<file path="src/rtl/ain_backprop.sv">
// ain_backprop: backward-pass partner of the 2-input Q2.2 ReLU neuron.
// Accumulates d*x gradients over BATCH samples, then applies a shift-scaled,
// saturating update to the live weights and reports it on a valid/ready port.

// One weight lane: gradient accumulator plus the live weight it updates.
module ain_backprop_lane #(
    parameter int ACC_W    = 12,
    parameter int LR_SHIFT = 2
) (
    input  logic       clk,
    input  logic       rst,
    input  logic       load_w,
    input  logic [3:0] w_init,
    input  logic       accept,
    input  logic [4:0] d,
    input  logic [3:0] x,
    input  logic       apply,
    output logic [3:0] w
);
    logic signed [8:0]       d_ext;
    logic signed [8:0]       x_ext;
    logic signed [8:0]       prod;
    logic signed [ACC_W-1:0] prod_ext;
    logic signed [ACC_W-1:0] acc;
    logic signed [ACC_W-1:0] step;
    logic signed [ACC_W:0]   sum;
    logic        [3:0]       w_sat;

    // Q3.2 * Q2.2 -> Q5.4; the 9-bit product cannot overflow (worst case -16*-8).
    assign d_ext    = {{4{d[4]}}, d};
    assign x_ext    = {{5{x[3]}}, x};
    assign prod     = d_ext * x_ext;
    assign prod_ext = {{(ACC_W-9){prod[8]}}, prod};

    // Floor shift: 2 bits bring Q.4 back to Q.2, the rest is the learning rate.
    assign step = acc >>> (2 + LR_SHIFT);
    assign sum  = {{(ACC_W-3){w[3]}}, w} + {step[ACC_W-1], step};

    // Clamp the widened sum into the Q2.2 range [-8, +7].
    always_comb begin
        w_sat = sum[3:0];
        if (sum > $signed((ACC_W+1)'(7)))
            w_sat = 4'b0111;
        else if (sum < -$signed((ACC_W+1)'(8)))
            w_sat = 4'b1000;
    end

    // Weight/accumulator state: reset, then load, then apply, then accumulate.
    always_ff @(posedge clk) begin
        if (!rst) begin
            w   <= '0;
            acc <= '0;
        end else if (load_w) begin
            w   <= w_init;
            acc <= '0;
        end else if (apply) begin
            w   <= w_sat;
            acc <= '0;
        end else if (accept) begin
            acc <= acc + prod_ext;
        end
    end
endmodule

module ain_backprop #(
    parameter int BATCH    = 4,
    parameter int LR_SHIFT = 2,
    parameter int ACC_W    = 12
) (
    input  logic       clk,
    input  logic       rst,
    input  logic       load_w,
    input  logic [3:0] w1_init,
    input  logic [3:0] w2_init,
    input  logic       s_valid,
    output logic       s_ready,
    input  logic [3:0] s_x1,
    input  logic [3:0] s_x2,
    input  logic [4:0] s_err,
    input  logic       s_act,
    output logic [3:0] w1,
    output logic [3:0] w2,
    output logic       m_valid,
    input  logic       m_ready
);
    localparam int NUM_LANES = 2;
    localparam int CNT_W     = (BATCH > 1) ? $clog2(BATCH) : 1;

    typedef enum logic [1:0] {IDLE, APPLY, HOLD} state_t;

    state_t                          state, next_state;
    logic   [CNT_W-1:0]              cnt;
    logic                            accept;
    logic                            last;
    logic   [4:0]                    d;
    logic   [NUM_LANES-1:0][3:0]     x_v;
    logic   [NUM_LANES-1:0][3:0]     w_init_v;
    logic   [NUM_LANES-1:0][3:0]     w_v;

    assign s_ready  = rst && (state == IDLE) && !load_w;
    assign accept   = s_valid && s_ready;
    assign last     = (cnt == CNT_W'(BATCH - 1));
    // Inactive ReLU passes no gradient, but the sample still counts.
    assign d        = s_act ? s_err : 5'd0;
    assign x_v      = {s_x2, s_x1};
    assign w_init_v = {w2_init, w1_init};
    assign w1       = w_v[0];
    assign w2       = w_v[1];

    generate
        for (genvar i = 0; i < NUM_LANES; i++) begin : g_lane
            ain_backprop_lane #(
                .ACC_W   (ACC_W),
                .LR_SHIFT(LR_SHIFT)
            ) u_lane (
                .clk   (clk),
                .rst   (rst),
                .load_w(load_w),
                .w_init(w_init_v[i]),
                .accept(accept),
                .d     (d),
                .x     (x_v[i]),
                .apply (state == APPLY),
                .w     (w_v[i])
            );
        end
    endgenerate

    // Next-state: batch completion -> APPLY -> HOLD until consumed; load wins.
    always_comb begin
        next_state = state;
        case (state)
            IDLE:    if (accept && last) next_state = APPLY;
            APPLY:   next_state = HOLD;
            HOLD:    if (m_ready) next_state = IDLE;
            default: next_state = IDLE;
        endcase
        if (load_w)
            next_state = IDLE;
    end

    // State, batch counter and registered update-valid.
    always_ff @(posedge clk) begin
        if (!rst) begin
            state   <= IDLE;
            cnt     <= '0;
            m_valid <= 1'b0;
        end else begin
            state   <= next_state;
            m_valid <= (next_state == HOLD);
            if (load_w)
                cnt <= '0;
            else if (accept)
                cnt <= last ? '0 : cnt + 1'b1;
        end
    end
endmodule

</file>
<file path="config.mk">
export PLATFORM = sky130hd
export DESIGN_NAME = ain_backprop
export DESIGN_NICKNAME = d
export VERILOG_FILES = /design/src/rtl/ain_backprop.sv
export SDC_FILE = /design/constraint.sdc
export NUM_CORES = 1
export LEC_CHECK = 0
export CAP_MARGIN = 10
export CORE_MARGIN = 2
export CORE_UTILIZATION = 43
export DETAILED_ROUTE_END_ITERATION = 10
export GPL_TIMING_DRIVEN = 0
export PLACE_DENSITY = 0.74
export SLEW_MARGIN = 20
export SYNTH_ARGS = -nofsm -noshare
export SYNTH_HDL_FRONTEND = slang
export SYNTH_SLANG_ARGS = --single-unit
</file>
<file path="constraint.sdc">
create_clock -name clk -period 5.45 [get_ports clk]
set_input_delay 1.09 -clock clk [delete_from_list [all_inputs] [get_ports clk]]
set_output_delay 1.09 -clock clk [all_outputs]
set_load 0.01 [all_outputs]
</file>
# == Yosys cells after proc, flatten, opt, wreduce, memory -nomap -nowiden ==
# Cells that the tools add are included.
# word_totals
ff_bits,37
input_bits,27
# classes
n_addsub,5
n_bitwise,1
n_mux,14
order_cmp,4
n_eq_ne,4
reduce_logical,9
multipliers,2
# ops
operator,n
2-to-1 mux 4 bit,8
> comparator 13 x 4 -> 1 bit (second input constant),2
less-than comparator 13 x 4 -> 1 bit (second input constant),2
adder 12 x 9 -> 12 bit,2
adder 4 x 8 -> 9 bit,2
multiplier 5 x 4 -> 9 bit,2
2-to-1 mux 2 bit,4
== test 2 bit (second input constant),3
one-hot mux 2 bit (3 select lines),1
2-to-1 mux 5 bit,1
logical AND 1 bit,4
OR reduction 3 bit,1
adder 2 x 1 -> 2 bit (second input constant),1
== test 2 x 1 -> 1 bit (second input constant),1
zero test 2 bit,1
nonzero test 2 bit,1
OR reduction 2 bit,1
zero test 1 bit,1
NOT 1 bit,1

# == Depth between registers and ports, before layout ==
# logic_depth
ltp_word,9
mapped_depth,18

# == Hierarchy ==
# Synthesis repeated with hierarchy kept, for this count alone.
# hier_totals
hier_cells,569
hier_area_um2,5008.6
# modules_own_cells
module,area_each_um2,instances,cells_per_inst
ain_backprop_lane (g_lane[0].u_lane),2376.0,1,273
ain_backprop_lane (g_lane[1].u_lane),2364.8,1,270
ain_backprop,267.8,1,26

# == Least setup slack after synthesis ==
# Ideal clock, no wire load.
# synth_path
kind,input-to-reg
start,input port s_act
end,register g_lane[1].u_lane.acc[10]
setup_ns,0.131
path_stages,16
path_slack_ns,0.490
arrival_ns,4.829
path_cell_list,clkbuf_1 clkbuf_1 a21boi_0 fa_1 fa_1 inv_1 fa_1 inv_1 ha_1 nor2b_1 o21ai_0 a21boi_0 o21a_1 o41ai_1 xor2_1 o21ai_0
# synth_via
elab_chain_cells,3
# synth_lines
element,line_no,rtl
"start, declared",80,"input logic s_act,"
2-to-1 mux 5 bit,104,assign d = s_act ? s_err : 5'd0;
multiplier 5 x 4 -> 9 bit,32,assign prod = d_ext * x_ext;
adder 12 x 9 -> 12 bit,60,acc <= acc + prod_ext;
"end signal, assigned",60,
"end, declared",24,logic signed [ACC_W-1:0] acc;
# No other way between the ends.
# A chain may end at the register's enable or synchronous reset.

# == Worst setup path in the final report ==
# layout_path
start,input port s_x2[3]
end,register g_lane[1].u_lane.acc[10]
# layout_via
elab_chain_cells,2
# layout_lines
element,line_no,rtl
"start, declared",78,"input logic [3:0] s_x2,"
multiplier 5 x 4 -> 9 bit,32,
adder 12 x 9 -> 12 bit,60,
# No other way between the ends.

==> summary.md <==
| Metric | Value |
|---|---|
| Status | `finished, final reports clean` |
| Total congestion overflow | `0` |
| Flops & latches, synth | `37` |
| Critical Path Start Type | `input pin` |
| Synthesized area per cell | `8.42 µm²` |
| Synth Instances | `579` |
| Hold Slack | `0.469 ns` |
| Primary FF master, synth | `dfxtp_1` |
| Post-synthesis net count | `721` |
| Dpl cell area | `5400 µm²` |
| Final Worst Setup Slack | `0.287 ns` |
| Placement Rows | `38` |
| Max Root-Sink Buffers | `2` |
| Fin area | `5540 µm²` |
| Die Wd | `110 µm` |
| DR vias/cell | `5.39` |
| IO Pins | `37` |
| Mapped cell area | `4880 µm²` |
| Residual DRC | `0` |
| Sequential share of power | `0.270` |
| Synth-to-Final Area Change | `13.7%` |
| Vias in the first global route | `4,283` |
| Antenna viol nets, final | `0` |
| Register area | `741 µm²` |
| Initial core utilization | `0.446` |
| Hold Path Class | `reg2reg` |
| Leading area contributor after synthesis | `fa_1` |
| CTS tree | `yes` |
| EDFF count, synth | `0` |
| Pint | `681 µW` |
| P_sw | `418 µW` |
| HPWL Detailed | `9.29 mm` |
| Area occupied by multi-input gates | `3680 µm²` |
| YS warnings | `0` |
| Number of buffers created by CTS | `5` |
| Worst-Margin Slew | `0.691 ns` |
| Sw Share | `0.380` |
| Critical path data arrival time | `5.32 ns` |
| Endpoints failing setup | `0` |
| Worst hold start | `g_lane[0].u_lane.acc[1]$_SDFFE_PP0P_` |
| IO Port Bufs | `35` |
| Async set-or-reset flop fraction in the synthesized netlist | `0` |
| Fin. Hold Viols | `0` |
| Layout Nets | `762` |
| Total chip power | `1.10 mW` |
| Die ar. | `12,200 µm²` |
| Post-DR wirelength/cell | `14.7 µm` |
| Most frequent cell after synthesis | `inv_1` |
| Sum Neg Setup Slack | `0 ns` |
| Min cycle time layout | `5.16 ns` |
| Hold Buf Count CTS | `0` |
| CTS H-tree lvls | `2` |
| Ranking of synthesized cells by area | `fa_1 20%, ha_1 17%, dfxtp_1 15%` |
| Reg-to-Reg End | `g_lane[1].u_lane.acc[11]$_SDFFE_PP0P_` |
| Drt initial violations | `249` |
| Pwr Density | `198 nW/µm²` |
| Pre-CTS setup slack | `-0.494 ns` |
| Cells on worst reg2reg path | `13` |
| Die Ht | `110 µm` |
| Core ar. | `10,900 µm²` |
| Hold Crit Depth | `2` |
| First-pass GRT wire length | `19.2 mm` |
| RSZ-0062 raised after global routing | `no` |
| GPL Wtd Cong | `0.879` |
| Post-route clock period utilization | `0.947` |
| Worst skew pair latency | `0.29 ns` |
| Ant. Diodes | `0` |
| Slew Viols, Final | `0` |
| Worst Clk Skew | `0.00362 ns` |
| Clock Pin Slew Worst Setup and Hold Paths | `0.06 ns` |
| Logic pwr share | `0.468` |
| Worst EP required | `5.60 ns` |
| Synth cell count leaders | `103 x inv_1, 67 x ha_1, 48 x fa_1, 42 x nand2_1, 37 x dfxtp_1` |
| R2R Path Start | `g_lane[1].u_lane.acc[3]$_SDFFE_PP0P_` |
| Layout cells sized above 1 | `0.0338` |
| # clock sinks | `37` |
| Final WL | `11.2 mm` |
| Crit-path max FO | `6` |
| Worst vdd ir | `0.137 mV` |
| Relative slew slack | `0.537` |
| Post-CTS setup buffers | `0` |
| CP Capture Type | `register` |
| Min-Delay Endpoint | `g_lane[0].u_lane.acc[1]$_SDFFE_PP0P_` |
| Via count | `4,100` |
| Largest net degree at the start of global routing | `12` |
| CTS root buf | `clkbuf_16` |
| Aggregate global-route resource usage | `0.187` |
| Synth cell types | `49` |
| Leakage Power | `2.63 nW` |
| Sequential area share after synthesis | `0.152` |
| Critical path class | `in2reg` |
| Clock power share | `0.262` |
| FF-to-FF setup slack | `1.67 ns` |
| Number of max-cap violations | `0` |
| First-pass iteration count of the detailed router | `4` |
| Fmax achieved | `194 MHz` |
| Initial antenna violation count | `0` |
| Fillers | `1,034` |
| Synth top area share | `0.197` |
## cell type report
type                       instances  area share
buffer                            16      0.0120
clock buffer                       6      0.0233
sequential                        37       0.134
inverter                         103      0.0698
timing repair buffer              35      0.0637
multi-input combinational        422       0.664
clock inverter                     2     0.00181
tap                              140      0.0316
## cell usage in the layout (no fill, tap or decap), types with 11 or more instances in the layout
master           count
inv_1              103
ha_1                67
fa_1                48
nand2_1             42
dfxtp_1             37
a21oi_1             35
clkdlybuf4s50_1     34
and3_1              30
nor2_1              23
xnor2_1             20
o21ai_0             20
nor3_1              13
clkbuf_1            12
nor2b_1             12
a211oi_1            11
## through the flow
| stage | instances | utilization |
|---|---|---|
| floorplan | 579 | - |
| global placement | 754 | 0.494 |
| detailed placement | 754 | 0.494 |
| CTS | 761 | 0.507 |
| global route | 761 | 0.507 |
| finish | 761 | 0.507 |
## how the worst max path moves through the flow
stage / start / endpoint / depth (start not counted)
floorplan: s_act / g_lane[1].u_lane.acc[10]$_SDFFE_PP0P_ / 16
global placement: s_act / g_lane[1].u_lane.acc[10]$_SDFFE_PP0P_ / 17
detailed placement: s_act / g_lane[1].u_lane.acc[10]$_SDFFE_PP0P_ / 17
CTS: s_act / g_lane[1].u_lane.acc[10]$_SDFFE_PP0P_ / 16
global route: s_x2[3] / g_lane[1].u_lane.acc[10]$_SDFFE_PP0P_ / 15
finish: s_x2[3] / g_lane[1].u_lane.acc[10]$_SDFFE_PP0P_ / 15
## repair_timing
item | 4_1_cts | 5_1_grt
resized for setup | 2 | 3
endpoints found under the setup margin | 4 | 5
pin swaps | 0 | 0
## critical path, cell delays in order
cell and delay (ns):
clkdlybuf4s50_1 0.59, a21boi_0 0.31, fa_1 0.47, fa_1 0.55
inv_1 0.05, fa_1 0.54, inv_1 0.05, ha_1 0.33
nor2b_1 0.16, o21ai_0 0.19, a21boi_0 0.15, o21a_1 0.21
o41ai_1 0.35, xor2_1 0.19, o21ai_0 0.10
## layer usage
metal,vias up,share of wire,GRT usage
li1,2020,-,-
met1,1983,0.43,0.228
met2,78,0.52,0.346
met3,19,0.037,0.0280
met4,0,0.017,0.0425
met5,-,0,0
## registers in the layout (all words and copies together), names as in the netlist
name,count
cnt,2
g_lane.u_lane.acc,24
g_lane.u_lane.w,8
m_valid,1
state,2
## power groups by stage
stage	clock (mW)	combinational (mW)	sequential, mW
3_3_place_gp	0	0.491	0.303
4_1_cts	0.291	0.519	0.297
3_5_place_dp	0	0.515	0.303
2_1_floorplan	0	0.384	0.300
5_1_grt	0.306	0.586	0.299
6_report	0.288	0.514	0.297
## cells by family (layout without fill, tap and decap cells)
kind of cell	Yosys count	count (layout)	synth area share
xor+xnor	30	30	0.0539
buf+inv	120	162	0.0929
mux	5	5	0.0105
fa+ha+maj	115	115	0.369
flops	37	37	0.152
simple gates	153	153	0.160
compound gates	119	119	0.162
(Power assumes the default switching activity.)
